File: src/rtl/serial_addsub_pkg.sv
// Shared types and constants for the digit-serial add/subtract unit.
package serial_addsub_pkg;

   typedef enum logic [1:0] {
      IDLE = 2'd0,
      RUN  = 2'd1,
      DONE = 2'd2
   } state_t;

   localparam logic MODE_ADD = 1'b0;
   localparam logic MODE_SUB = 1'b1;

endpackage

File: src/rtl/addsub_digit.sv
// Combinational DIGIT-bit ripple chain of full-adder cells.
module addsub_digit #(
   parameter int DIGIT = 4
) (
   input  logic [DIGIT-1:0] x,
   input  logic [DIGIT-1:0] y,
   input  logic             cin,
   output logic [DIGIT-1:0] s,
   output logic             cout,
   output logic             c_msb
);

   logic [DIGIT:0] c;

   always_comb begin
      c    = '0;
      s    = '0;
      c[0] = cin;
      for (int unsigned i = 0; i < DIGIT; i++) begin
         s[i]   = x[i] ^ y[i] ^ c[i];
         c[i+1] = (x[i] & y[i]) | (c[i] & (x[i] ^ y[i]));
      end
   end

   assign cout  = c[DIGIT];
   assign c_msb = c[DIGIT-1];

endmodule

File: src/rtl/serial_addsub.sv
// Digit-serial two's-complement add/subtract, LSB digit first, start/busy/done handshake.
module serial_addsub
   import serial_addsub_pkg::*;
#(
   parameter int WIDTH = 16,
   parameter int DIGIT = 4
) (
   input  logic             clk,
   input  logic             rst,
   input  logic             start,
   input  logic             mode,
   input  logic [WIDTH-1:0] a,
   input  logic [WIDTH-1:0] b,
   output logic             busy,
   output logic             done,
   output logic [WIDTH-1:0] result,
   output logic             cout,
   output logic             ovf
);

   localparam int NDIG = WIDTH / DIGIT;
   localparam int CW   = (NDIG > 1) ? $clog2(NDIG) : 1;

   state_t           state;
   logic [WIDTH-1:0] areg;
   logic [WIDTH-1:0] breg;
   logic [WIDTH-1:0] sreg;
   logic             carry;
   logic [CW-1:0]    cnt;

   logic [DIGIT-1:0] dsum;
   logic             dcout;
   logic             dcmsb;
   logic [WIDTH-1:0] snext;

   addsub_digit #(.DIGIT(DIGIT)) u_digit (
      .x     (areg[DIGIT-1:0]),
      .y     (breg[DIGIT-1:0]),
      .cin   (carry),
      .s     (dsum),
      .cout  (dcout),
      .c_msb (dcmsb)
   );

   // Written as shift/or so that DIGIT == WIDTH needs no zero-width slice.
   always_comb begin
      snext = (sreg >> DIGIT) | (WIDTH'(dsum) << (WIDTH - DIGIT));
   end

   always_ff @(posedge clk) begin
      if (rst) begin
         state  <= IDLE;
         areg   <= '0;
         breg   <= '0;
         sreg   <= '0;
         carry  <= 1'b0;
         cnt    <= '0;
         busy   <= 1'b0;
         done   <= 1'b0;
         result <= '0;
         cout   <= 1'b0;
         ovf    <= 1'b0;
      end else begin
         case (state)
            IDLE: begin
               done <= 1'b0;
               if (start) begin
                  areg  <= a;
                  breg  <= (mode == MODE_SUB) ? ~b : b;
                  carry <= mode;
                  cnt   <= '0;
                  sreg  <= '0;
                  busy  <= 1'b1;
                  state <= RUN;
               end
            end
            RUN: begin
               areg  <= areg >> DIGIT;
               breg  <= breg >> DIGIT;
               sreg  <= snext;
               carry <= dcout;
               cnt   <= cnt + CW'(1);
               // The last digit's c_msb is the carry into bit WIDTH-1.
               if (cnt == CW'(NDIG - 1)) begin
                  state  <= DONE;
                  busy   <= 1'b0;
                  done   <= 1'b1;
                  result <= snext;
                  cout   <= dcout;
                  ovf    <= dcmsb ^ dcout;
               end
            end
            DONE: begin
               done  <= 1'b0;
               state <= IDLE;
            end
            default: begin
               state <= IDLE;
            end
         endcase
      end
   end

endmodule

File: config.mk
export PLATFORM = sky130hd
export DESIGN_NAME = serial_addsub
export DESIGN_NICKNAME = d
export VERILOG_FILES = /design/src/rtl/serial_addsub_pkg.sv /design/src/rtl/addsub_digit.sv /design/src/rtl/serial_addsub.sv
export SDC_FILE = /design/constraint.sdc
export NUM_CORES = 1
export LEC_CHECK = 0
export CELL_PAD_IN_SITES_DETAIL_PLACEMENT = 1
export CELL_PAD_IN_SITES_GLOBAL_PLACEMENT = 2
export CORE_UTILIZATION = 34
export CTS_BUF_LIST = sky130_fd_sc_hd__clkbuf_4
export DETAILED_ROUTE_END_ITERATION = 8
export PLACE_DENSITY = 0.95
export SLEW_MARGIN = 10
export SYNTH_ARGS = -nofsm -noshare
export SYNTH_HDL_FRONTEND = slang
export SYNTH_HIERARCHICAL = 1
export SYNTH_SLANG_ARGS = --single-unit
File: constraint.sdc
create_clock -name clk -period 5.6 [get_ports clk]
set_clock_uncertainty 0.1 [all_clocks]
set_input_delay 1.4 -clock clk [delete_from_list [all_inputs] [get_ports clk]]
set_output_delay 1.4 -clock clk [all_outputs]
set_load 0.01 [all_outputs]
Word-level counts from Yosys, hierarchy flattened
Cells that the tools add are included.

Register bits after elaboration: 73. Input port bits: 36. Output and inout port bits: 20. Logic and storage cells: 68.

$add $sub $neg: 1. Eq/ne operators: 5. Multiplexer cells: 19. Bitwise gates (word level): 23. Reduce and logical (&&, ||, !) cells: 9.

Operator list (number): 16-bit one-hot mux with 2 select lines (3); 16-bit 2-to-1 mux (4); 16-bit inverter (1); 12-bit by 16-bit OR with 16-bit output (1); 1-bit bitwise XOR (9); 1-bit bitwise AND (8); 2-bit one-hot mux with 2 select lines (2); 2-bit AND reduction (4); 2-bit 2-to-1 mux (3); 1-bit one-hot mux with 2 select lines (3); 2-bit == test (second input constant) (2); 1-bit 2-to-1 mux (4); 2-bit inequality test (second input constant) (2); 1-bit OR (4); 2-bit nonzero test (2); 3-bit AND reduction (1); 2-bit by 1-bit adder with 2-bit output (second input constant) (1); 2-bit by 1-bit == test with 1-bit output (second input constant) (1); 2-bit zero test (1); 2-bit OR reduction (1).

Longest topological paths before layout
Word-level depth: 10. Depth in mapped cells: 8. Mapped depth without buffers: 8.

By module
The synthesis kept the hierarchy.

By module, submodules not included: serial_addsub (instances 1, cells an instance 321, area each 2788.9 um2, seq. area each 1381.3 um2); addsub_digit (instances 1, cells an instance 12, area each 110.1 um2, seq. area each 0.0 um2).

Least setup slack after synthesis
OpenSTA, ideal clock, no wires.

Kind: input to register. Start: input port mode. End: register breg[5]. Library setup time: 103 ps. Arrival: 2153 ps. Data required time: 5397 ps. Setup slack: 3243 ps. Cell stages on the path: 4. Path buffers: 2. Cells stage by stage: buf_4 -> buf_6 -> xnor2_1 -> a2111oi_2.

Longest elaborated chain between the ends: 3.

Ends and longest elaborated chain: from (decl) (line serial_addsub.sv:11) `input logic mode,`; 16-bit 2-to-1 mux (line serial_addsub.sv:69) `breg <= (mode == MODE_SUB) ? ~b : b;`; 16-bit 2-to-1 mux (line serial_addsub.sv:67) `if (start) begin`; 16-bit one-hot mux with 2 select lines (line serial_addsub.sv:64) `case (state)`; to (signal assigned) (line serial_addsub.sv:69); to (signal assigned) (line serial_addsub.sv:79) `breg <= breg >> DIGIT;`; to (decl) (line serial_addsub.sv:26) `logic [WIDTH-1:0] breg;`.

Every way passes these cells. The select of a mux whose other input is x is not followed. A chain may end at the register's enable or synchronous reset.

Final worst setup path
Start: input port mode. End: register breg[0].

Same word-level chain as after synthesis.

==> results.md <==
- H-tree lvl count: 3
- Top post-synthesis cells by area: dfxtp_1, nand2_1, nor2_1
- Via density: 5.02
- Routed wire per std cell: about 14 um
- Vias in the first global route: 2390
- Startpoint types: input port
- CP Cell Sequence: clkdlybuf4s50_1 > xnor2_1 > a2111oi_1
- LEAKAGE: around 0.0013 uW
- CTS tree: built
- Pins Over Slew Limit: 0
- Status: completed
- Final HPWL DP: ~4.6 mm
- Core ar.: 8220 um^2
- Layout Nets: approximately 420
- Resized Gates After CTS: 0
- Relative slew slack: 31.7%
- Combinational power share: between 10% and 20%
- Netlist cell types: 27
- TritonCTS buffer count: 9
- Max FO, Critical Path: 17
- Post-Syn Nets: 374
- Max Cap Viol: 0
- Drc violations: 0
- P_int: 674 uW
- Share of layout cells above drive strength 1: 6.07%
- Port Buffers: 55
- Post-synth top area share: around 48%
- Final TNS setup: 0 ns
- DR vias: roughly 2400
- Worst Tran Pin Value: between 1 and 1.5 ns
- Worst-Skew Late Latency: between 0.4 and 0.5 ns
- Initial Util: 35.3%
- Post-synthesis register bit count: between 60 and 70
- Post-synthesis cell count: 333
- Cell Area, Synth: 2900 um^2
- Area growth from synthesis to layout: 22.2%
- Setup repair bufs after CTS: 0
- Grt ovf: 0
- Sw Share: roughly 27%
- Clock Path Buffers: 2
- Footprint of the multi-input gates: approximately 1300 um^2
- DRT antenna net count: 0
- Setup crit end kind: flop
- Final worst-path cycle share: 51.9%
- Sequential area share after synthesis: 47.6%
- CTS sink cnt: 69
- Sw Pwr: around 250 uW
- Clock network power share: between 20% and 30%
- # hold bufs at CTS: 0
- Boundary pin count: 56
- Violation count after the first detailed-routing iteration: 52
- Kind of critical path: input port to flop
- DR pass1 iterations: 4
- Final hold viol count: 0
- First-pass GRT wire length: 11.1 mm
- Worst path max stage delay: about 1.1 ns
- Seq pwr share: roughly 58%
- Layout filler cell count: a little under 1000
- Peak VDD IR: approximately 0.00011 V
- Antenna diodes: 0
- Hold WC Path Type: flop to flop
- Crit path max-delay cell type: clkdlybuf4s50_1
- Worst path required time: slightly below 6 ns
- Total GRT Usage: between 10% and 20%
- Finished Core Util: a little over two fifths
- GPL Wtd Cong: roughly 0.72
- Worst-path clk slew: 0.10 ns
- FF/Latch Area: 1380 um^2
- Largest net degree at the start of global routing: 46
- Yosys warning count: 6
- Initial antenna violation count: 0
- Dominant cell type by area after synthesis: dfxtp_1
- Row count: 33
- Cell area power density: between 200 and 300 nW/um^2
- Die width: between 90 and 100 um
- Final setup vio count: 0
- DRT Wirelength: roughly 6.6 mm
- Total power: 925 uW
- Max Freq: about 340 MHz
- WP data arrival: ~3.1 ns
- Minimum clock period: ~2.9 ns
- Die Y: approximately 94 um
- Syn Area/Cell: around 8.7 um^2
- Clock root cell: clkbuf_4
- RSZ-0062 raised after global routing: no
- DIE AREA: about 8900 um^2
[cells in the final DEF, fill, tap and decap left out, types with 2 or more instances in the layout]
master,n
nand2_1,69
a2111oi_2,5
clkbuf_4,11
a2111oi_1,4
nor4_1,3
inv_1,9
a211oi_1,5
buf_4,4
a21oi_1,24
dfxtp_1,69
nor2b_1,2
clkinv_1,3
a22oi_1,13
a311oi_1,13
clkdlybuf4s50_1,54
nand2b_1,3
xnor2_1,17
a221o_1,3
nor2_1,55
fa_1,4
[worst paths after layout]
path	startpoint	endpoint	slack [ns]	depth (start not counted)
hold / removal	result[8]	result[8]	0.36	2
setup / recovery	mode	breg[0]	2.69	3
setup reg to reg	breg[0]	sreg[15]	3.25	8
hold reg to reg	result[8]	result[8]	0.36	2
[metrics by stage]
step | cells | hold WS [ns] | area, um^2 | setup WS (ns)
5_1_grt | 484 | 0.374 | 3540 | 2.51
2_1_floorplan | 333 | 0.332 | 2900 | 3.24
3_5_place_dp | 469 | 0.351 | 3440 | 2.21
6_report | 484 | 0.359 | 3540 | 2.69
4_1_cts | 484 | 0.365 | 3540 | 2.65
3_3_place_gp | 469 | 0.343 | 3440 | 2.35
[critical path, delay by kind of cell]
kind / cells / cell delay (ns)
buffers and inverters: 1 / 1.10
AO/OA/AOI/OAI: 1 / 0.42
XOR/XNOR: 1 / 0.17
[logic make-up after synthesis]
family                   Yosys count  synth area share, %
AO/OA/AOI/OAI                     69                 18.3
adder cells (fa/ha/maj)            5                 3.19
flip-flops                        69                 47.6
multiplexers                       1                0.345
buffers and inverters             37                 6.73
AND/OR/NAND/NOR                  135                 18.6
XOR/XNOR                          17                 5.14
[cells in the mapped netlist]
cell,instances
a2111oi_2,5
xnor2_1,17
inv_1,9
fa_1,4
and3b_1,1
buf_2,12
a2111oi_1,4
a21oi_1,24
nor4_1,3
o21bai_1,1
a311oi_1,13
buf_6,3
dfxtp_1,69
a211oi_1,5
mux2i_1,1
ha_1,1
nor2b_1,2
nor2_1,55
a22oi_1,13
clkbuf_1,8
buf_4,5
nor3b_1,1
o21ba_2,1
nand3b_1,1
nand2b_1,3
nand2_1,69
a221o_1,3
[sequential cells by signal (all words and copies together) (netlist names)]
register  cells
cnt           2
busy          1
breg         16
ovf           1
result       16
areg         16
done          1
cout          1
state         2
carry         1
sreg         12
[per-layer routing]
layer  routed length [um]  track usage [%]  up-vias  part of all wire (%)
met5                    0                0        -                     0
met4                   82             6.15        0                   1.3
met3                  281             4.99       11                   4.3
met2                 3340             29.3       56                    51
met1                 2850             17.7     1155                    43
li1                     -                -     1208                     -
[power groups by stage]
stage          Combinational, uW  Sequential (uW)  Clock, uW
6_report                     135              534        256
5_1_grt                      151              538        286
4_1_cts                      137              535        267
3_5_place_dp                 137              546          0
3_3_place_gp                 132              545          0
2_1_floorplan               97.2              539          0
[cell type report]
cell class	instances	area share, %
Tap cell	105	3.71
Sequential cell	69	39.0
Multi-Input combinational cell	227	37.3
Timing Repair Buffer	59	16.2
Clock inverter	4	0.459
Clock buffer	11	2.33
Inverter	9	0.953
Note: power is estimated with default switching activity, not from simulation.
